### src/rtl/trans_responder.sv
// Target endpoint: executes addr/data/write/id requests against a 64x32 register store.
// Latency: response visible the cycle after the accept edge (registered FIFO, no bypass).
// Backpressure: req_ready drops only when the response FIFO is full; it never depends on rsp_ready.
module trans_responder #(
    parameter int MEM_WORDS = 64,
    parameter int RSP_DEPTH = 2
) (
    input  logic        clk,
    input  logic        rstn,
    input  logic        req_valid,
    output logic        req_ready,
    input  logic [7:0]  req_addr,
    input  logic [31:0] req_data,
    input  logic        req_write,
    input  logic [31:0] req_id,
    output logic        rsp_valid,
    input  logic        rsp_ready,
    output logic [31:0] rsp_data,
    output logic        rsp_write,
    output logic [31:0] rsp_id,
    output logic        rsp_err,
    output logic [15:0] txn_cnt
);

    localparam int PW = $clog2(RSP_DEPTH);
    localparam int CW = PW + 1;

    typedef struct packed {
        logic [31:0] data;
        logic        write;
        logic [31:0] id;
        logic        err;
    } rsp_t;

    logic [31:0]   mem [MEM_WORDS];
    rsp_t          fifo_q [RSP_DEPTH];
    rsp_t          last_q;
    rsp_t          head;
    rsp_t          push_dat;
    logic [PW-1:0] wr_ptr;
    logic [PW-1:0] rd_ptr;
    logic [CW-1:0] fifo_cnt;
    logic [5:0]    widx;
    logic          aligned;
    logic          accept;
    logic          pop;

    assign widx      = req_addr[7:2];
    assign aligned   = (req_addr[1:0] == 2'b00);
    assign req_ready = rstn && (fifo_cnt != CW'(RSP_DEPTH));
    assign rsp_valid = (fifo_cnt != '0);
    assign accept    = req_valid && req_ready;
    assign pop       = rsp_valid && rsp_ready;

    always_comb begin
        push_dat       = '0;
        push_dat.data  = (aligned && !req_write) ? mem[widx] : 32'h0;
        push_dat.write = req_write;
        push_dat.id    = req_id;
        push_dat.err   = !aligned;
    end

    always_ff @(posedge clk or negedge rstn) begin
        if (!rstn) begin
            for (int i = 0; i < MEM_WORDS; i++) mem[i] <= '0;
        end else if (accept && aligned && req_write) begin
            mem[widx] <= req_data;
        end
    end

    // last_q keeps the most recently popped entry so the payload holds once the FIFO drains
    always_ff @(posedge clk or negedge rstn) begin
        if (!rstn) begin
            for (int i = 0; i < RSP_DEPTH; i++) fifo_q[i] <= '0;
            last_q   <= '0;
            wr_ptr   <= '0;
            rd_ptr   <= '0;
            fifo_cnt <= '0;
        end else begin
            if (accept) begin
                fifo_q[wr_ptr] <= push_dat;
                wr_ptr         <= wr_ptr + 1'b1;
            end
            if (pop) begin
                last_q <= fifo_q[rd_ptr];
                rd_ptr <= rd_ptr + 1'b1;
            end
            unique case ({accept, pop})
                2'b10:   fifo_cnt <= fifo_cnt + 1'b1;
                2'b01:   fifo_cnt <= fifo_cnt - 1'b1;
                default: fifo_cnt <= fifo_cnt;
            endcase
        end
    end

    always_ff @(posedge clk or negedge rstn) begin
        if (!rstn) begin
            txn_cnt <= '0;
        end else if (accept) begin
            txn_cnt <= txn_cnt + 1'b1;
        end
    end

    assign head      = rsp_valid ? fifo_q[rd_ptr] : last_q;
    assign rsp_data  = head.data;
    assign rsp_write = head.write;
    assign rsp_id    = head.id;
    assign rsp_err   = head.err;

endmodule
### config.mk
export PLATFORM = sky130hd
export DESIGN_NAME = trans_responder
export DESIGN_NICKNAME = d
export VERILOG_FILES = /design/src/rtl/trans_responder.sv
export SDC_FILE = /design/constraint.sdc
export NUM_CORES = 2
export LEC_CHECK = 0
export ABC_AREA = 0
export BUFFER_PORTS_ARGS = -buffer_cell sky130_fd_sc_hd__buf_4
export CAP_MARGIN = 15
export CORE_ASPECT_RATIO = 1.5
export CORE_MARGIN = 4
export CORE_UTILIZATION = 55
export CTS_CLUSTER_DIAMETER = 120
export DETAILED_ROUTE_END_ITERATION = 8
export PLACE_DENSITY = 0.75
export SYNTH_ARGS = -nofsm -noshare
export SYNTH_HDL_FRONTEND = slang
export SYNTH_SLANG_ARGS = --single-unit
### constraint.sdc
create_clock -name clk -period 2.25 [get_ports clk]
set_input_delay 0.3375 -clock clk [delete_from_list [all_inputs] [get_ports clk]]
set_output_delay 0.3375 -clock clk [all_outputs]
set_load 0.02 [all_outputs]
==> impl_metrics.env <==
export IMPL_status="complete, but fails checks"
export IMPL_violations="DRC, hold timing, setup timing"
export IMPL_n_fill_cell=12100
export IMPL_crit_arrival_ps=2420
export IMPL_post_synth_fa_ha_maj_area_fraction_pct=0.0243
export IMPL_cts_sink_count=2266
export IMPL_clock_path_buffers=4
export IMPL_synthesized_net_count=7952
export IMPL_fp_dieH_um=538
export IMPL_switching_power_total_mw=25.8
export IMPL_grt_antenna_before_repair=18
export IMPL_max_freq_mhz=363
export IMPL_layout_worst_path_cycle_share_pct=123
export IMPL_drt_first_pass_iters=9
export IMPL_cts_buffers_inserted=205
export IMPL_finalMaxSlewViolations=0
export IMPL_rr_endpoint="mem[1574]"
export IMPL_num_io_pins=161
export IMPL_core_area_sq_mm=0.186
export IMPL_die_area_sq_mm=0.194
export IMPL_yosys_most_used_dff="sky130_fd_sc_hd__dfrtp_1"
export IMPL_max_cap_violations=0
export IMPL_internal_power_mw=68.8
export IMPL_area_delta_synth_final_pct=22.0
export IMPL_startpoint_kind_of_the_worst_setup_timing_path="flop"
export IMPL_detail_route_drc_violations=1
export IMPL_report_final_hold_viol_count=19
export IMPL_cts_root_buf="sky130_fd_sc_hd__clkbuf_16"
export IMPL_first_pass_grt_wire_length_mm=490
export IMPL_grt_setup_unrepaired="true"
export IMPL_clock_power_share_pct=37.5
export IMPL_syn_area_per_cell_sq_um=13.1
export IMPL_worstHoldPathType="primary input to async pin"
export IMPL_postLayoutSetupSlackWorst_ps=-508
export IMPL_routed_wire_length_per_instance_um=31.4
export IMPL_floorplan_initialDensity_pct=55.3
export IMPL_worst_slew_pin_transition_ps=1170
export IMPL_grt_start_max_net_pins=180
export IMPL_io_buffers=160
export IMPL_instances_no_fill=11000
export IMPL_dp_hpwl_mm=206
export IMPL_track_usage_pct=33.1
export IMPL_via_per_inst=6.81
export IMPL_crit_path_max_fanout=17
export IMPL_total_congestion_overflow=0
export IMPL_asyncSetResetFlopFracSynth_pct=100
export IMPL_synth_edf_count=0
export IMPL_r2r_worst_path_cells=11
export IMPL_multiInputGateArea_sq_mm=0.0456
export IMPL_clk_transition_reported_paths_ps=70
export IMPL_clock_insertion_delay_worst_skew_ps=860
export IMPL_drt_iter0_drc=7313
export IMPL_synth_xor_area_share_pct=0.162
export IMPL_layout_net_count=8447
export IMPL_tritoncts="built"
export IMPL_antenna_left=0
export IMPL_clock_skew_final_ps=34.8
export IMPL_drive_gt1_share_pct=46.7
export IMPL_layout_cells_most_common="sky130_fd_sc_hd__dfrtp_1"
export IMPL_power_density_cells_mw_per_mm2=754
export IMPL_rows=194
export IMPL_synth_area_sq_mm=0.103
export IMPL_finalWeightedCongestion=0.935
export IMPL_total_length_of_routed_wires_mm=345
export IMPL_hold_ws_ps=-49.0
export IMPL_register_area_sq_mm=0.0567
export IMPL_p_comb_share_pct=16.5
export IMPL_power_ir_vdd_worst_v=0.000593
export IMPL_post_route_min_period_ps=2760
export IMPL_reg2reg_slack_ps=-220
export IMPL_synth_seq_cells=2266
export IMPL_routed_via_count=74700
export IMPL_setup_viol=1919
export IMPL_end_kind="output port"
export IMPL_clock_h_tree_levels=4
export IMPL_synth_compound_area_share_pct=9.77
export IMPL_p_sw_share_pct=27.3
export IMPL_finish_instance_area_sq_mm=0.125
export IMPL_worstPathRequired_ps=1910
export IMPL_sequentialPowerShare_pct=46.1
export IMPL_layout_cells_most_common_list="sky130_fd_sc_hd__dfrtp_1, sky130_fd_sc_hd__mux2_2, sky130_fd_sc_hd__buf_4, sky130_fd_sc_hd__a22oi_1, sky130_fd_sc_hd__mux2_4"
export IMPL_cell_count_after_synthesis=7873
export IMPL_synth_warnings=0
export IMPL_critPathKind="flop to output port"
export IMPL_synth_top_family_by_area="multiplexers"
export IMPL_dp_worst_setup_slack_ps=-1150
export IMPL_leakagePower_nw=57.7
export IMPL_synthSimpleGateAreaFrac_pct=5.25
export IMPL_synth_sequential_area_ratio_pct=55.1
export IMPL_worst_r2r_startpoint="fifo_cnt[1]"
export IMPL_dieWidth_um=361
export IMPL_relSlewSlack_pct=21.7
export IMPL_dpl_instance_area_sq_mm=0.113
export IMPL_grt_pass1_vias=77200
export IMPL_synth_mux_area_fraction_pct=26.1
export IMPL_post_synth_num_cell_types=65
export IMPL_placed_cells=10400
==> stage by stage <==
step	power, mW	utilization [%]	hold WS [ps]	TNS, ps
2_1_floorplan	50.4	-	41.9	-34680
6_report	94.6	67.4	-49.0	-175330
3_3_place_gp	55.7	60.9	461	-377390
4_1_cts	92.2	65.8	-62.9	-91170
3_5_place_dp	56.1	60.9	467	-405940
5_1_grt	97.0	67.4	13.9	-258890
==> flip-flops by register name, summed over array words and instances, names as in the netlist <==
signal / count
last_q: 66
fifo_cnt: 2
txn_cnt: 16
rd_ptr: 1
fifo_q: 132
wr_ptr: 1
mem: 2048
==> per-layer routing <==
metal,vias to the layer above,global-route usage [%],part of all wire [%]
met5,-,0,0.027
met4,14,23.5,9.5
met3,1564,6.62,8.5
met2,4160,54.2,47
met1,38800,39.3,35
li1,30100,-,-
==> logic make-up (layout without fill, tap and decap cells) <==
group,after synthesis,in the layout
AO/OA/AOI/OAI,1446,1446
flip-flops,2266,2266
other,0,11
AND/OR/NAND/NOR,921,929
XOR/XNOR,19,19
buffers and inverters,851,1480
adder cells (fa/ha/maj),2,2
multiplexers,2368,2368
==> cells in the mapped netlist (12+ instances only) <==
| cell | number | area, sq um |
|---|---|---|
| sky130_fd_sc_hd__buf_2 | 310 | 1550 |
| sky130_fd_sc_hd__nand2_1 | 170 | 638 |
| sky130_fd_sc_hd__o21ai_1 | 20 | 100 |
| sky130_fd_sc_hd__and3_1 | 13 | 81.3 |
| sky130_fd_sc_hd__mux2_2 | 2174 | 24500 |
| sky130_fd_sc_hd__a221o_1 | 46 | 460 |
| sky130_fd_sc_hd__a221oi_1 | 16 | 140 |
| sky130_fd_sc_hd__clkbuf_1 | 449 | 1690 |
| sky130_fd_sc_hd__nand3_1 | 132 | 661 |
| sky130_fd_sc_hd__buf_4 | 13 | 97.6 |
| sky130_fd_sc_hd__o22ai_1 | 216 | 1350 |
| sky130_fd_sc_hd__o21ai_0 | 108 | 541 |
| sky130_fd_sc_hd__or3b_2 | 122 | 1070 |
| sky130_fd_sc_hd__nor2_1 | 164 | 616 |
| sky130_fd_sc_hd__nor4_1 | 48 | 300 |
| sky130_fd_sc_hd__buf_1 | 65 | 244 |
| sky130_fd_sc_hd__a2111oi_0 | 64 | 561 |
| sky130_fd_sc_hd__and4_1 | 14 | 123 |
| sky130_fd_sc_hd__mux4_2 | 30 | 676 |
| sky130_fd_sc_hd__a222oi_1 | 56 | 561 |
| sky130_fd_sc_hd__a22oi_1 | 414 | 3110 |
| sky130_fd_sc_hd__mux2i_1 | 117 | 1170 |
| sky130_fd_sc_hd__a22o_1 | 123 | 1080 |
| sky130_fd_sc_hd__dfrtp_1 | 2266 | 56700 |
| sky130_fd_sc_hd__nand3b_1 | 164 | 1230 |
| sky130_fd_sc_hd__nand4_1 | 22 | 138 |
| sky130_fd_sc_hd__mux2_1 | 47 | 529 |
| sky130_fd_sc_hd__a21oi_1 | 320 | 1600 |
| sky130_fd_sc_hd__xnor2_1 | 12 | 105 |
==> what timing repair did <==
| item | 4_1_cts | 5_1_grt |
|---|---|---|
| endpoints found under the setup margin | 2053 | 2073 |
| pin swaps | 34 | 48 |
| endpoints found under the hold margin | 102 | 9 |
| buffers inserted | 35 | 27 |
| hold buffers | 45 | 4 |
| resized for setup | 290 | 430 |
| cloned | 22 | 39 |
==> worst max path at each step <==
stage | from | endpoint | slack, ps | cells past startpoint
finish | rd_ptr | rsp_write | -510 | 5
global route | rd_ptr | rsp_id[29] | -520 | 5
CTS | rd_ptr | rsp_id[13] | -440 | 5
detailed placement | req_addr[2] | fifo_q[43] | -1150 | 11
global placement | req_addr[2] | fifo_q[43] | -1130 | 11
floorplan | req_addr[4] | mem[225] | -50 | 9
==> power groups by stage <==
stage	logic, mW	registers (mW)	clock network [mW]
4_1_cts	13.3	43.3	35.6
2_1_floorplan	6.58	43.8	0
3_5_place_dp	12.1	44.0	0
6_report	15.6	43.6	35.4
3_3_place_gp	11.8	43.9	0
5_1_grt	16.2	43.7	37.1
==> final cells by class <==
cell class	count	area share, %
clock buffers	307	4.82
inverters	6	0.0179
multi-input cells	4764	36.3
repair buffers	1125	10.7
well taps	2450	2.44
clock inverters	42	0.459
diodes	11	0.0219
flip-flops and latches	2266	45.2
==> critical path, cell delays in order (launching register included) <==
cell,delay [ps]
sky130_fd_sc_hd__dfrtp_4,450
sky130_fd_sc_hd__buf_12,230
sky130_fd_sc_hd__clkbuf_16,240
sky130_fd_sc_hd__mux2i_1,360
sky130_fd_sc_hd__a21oi_2,110
sky130_fd_sc_hd__buf_4,170
No activity file was read; power rests on OpenSTA's default activity.
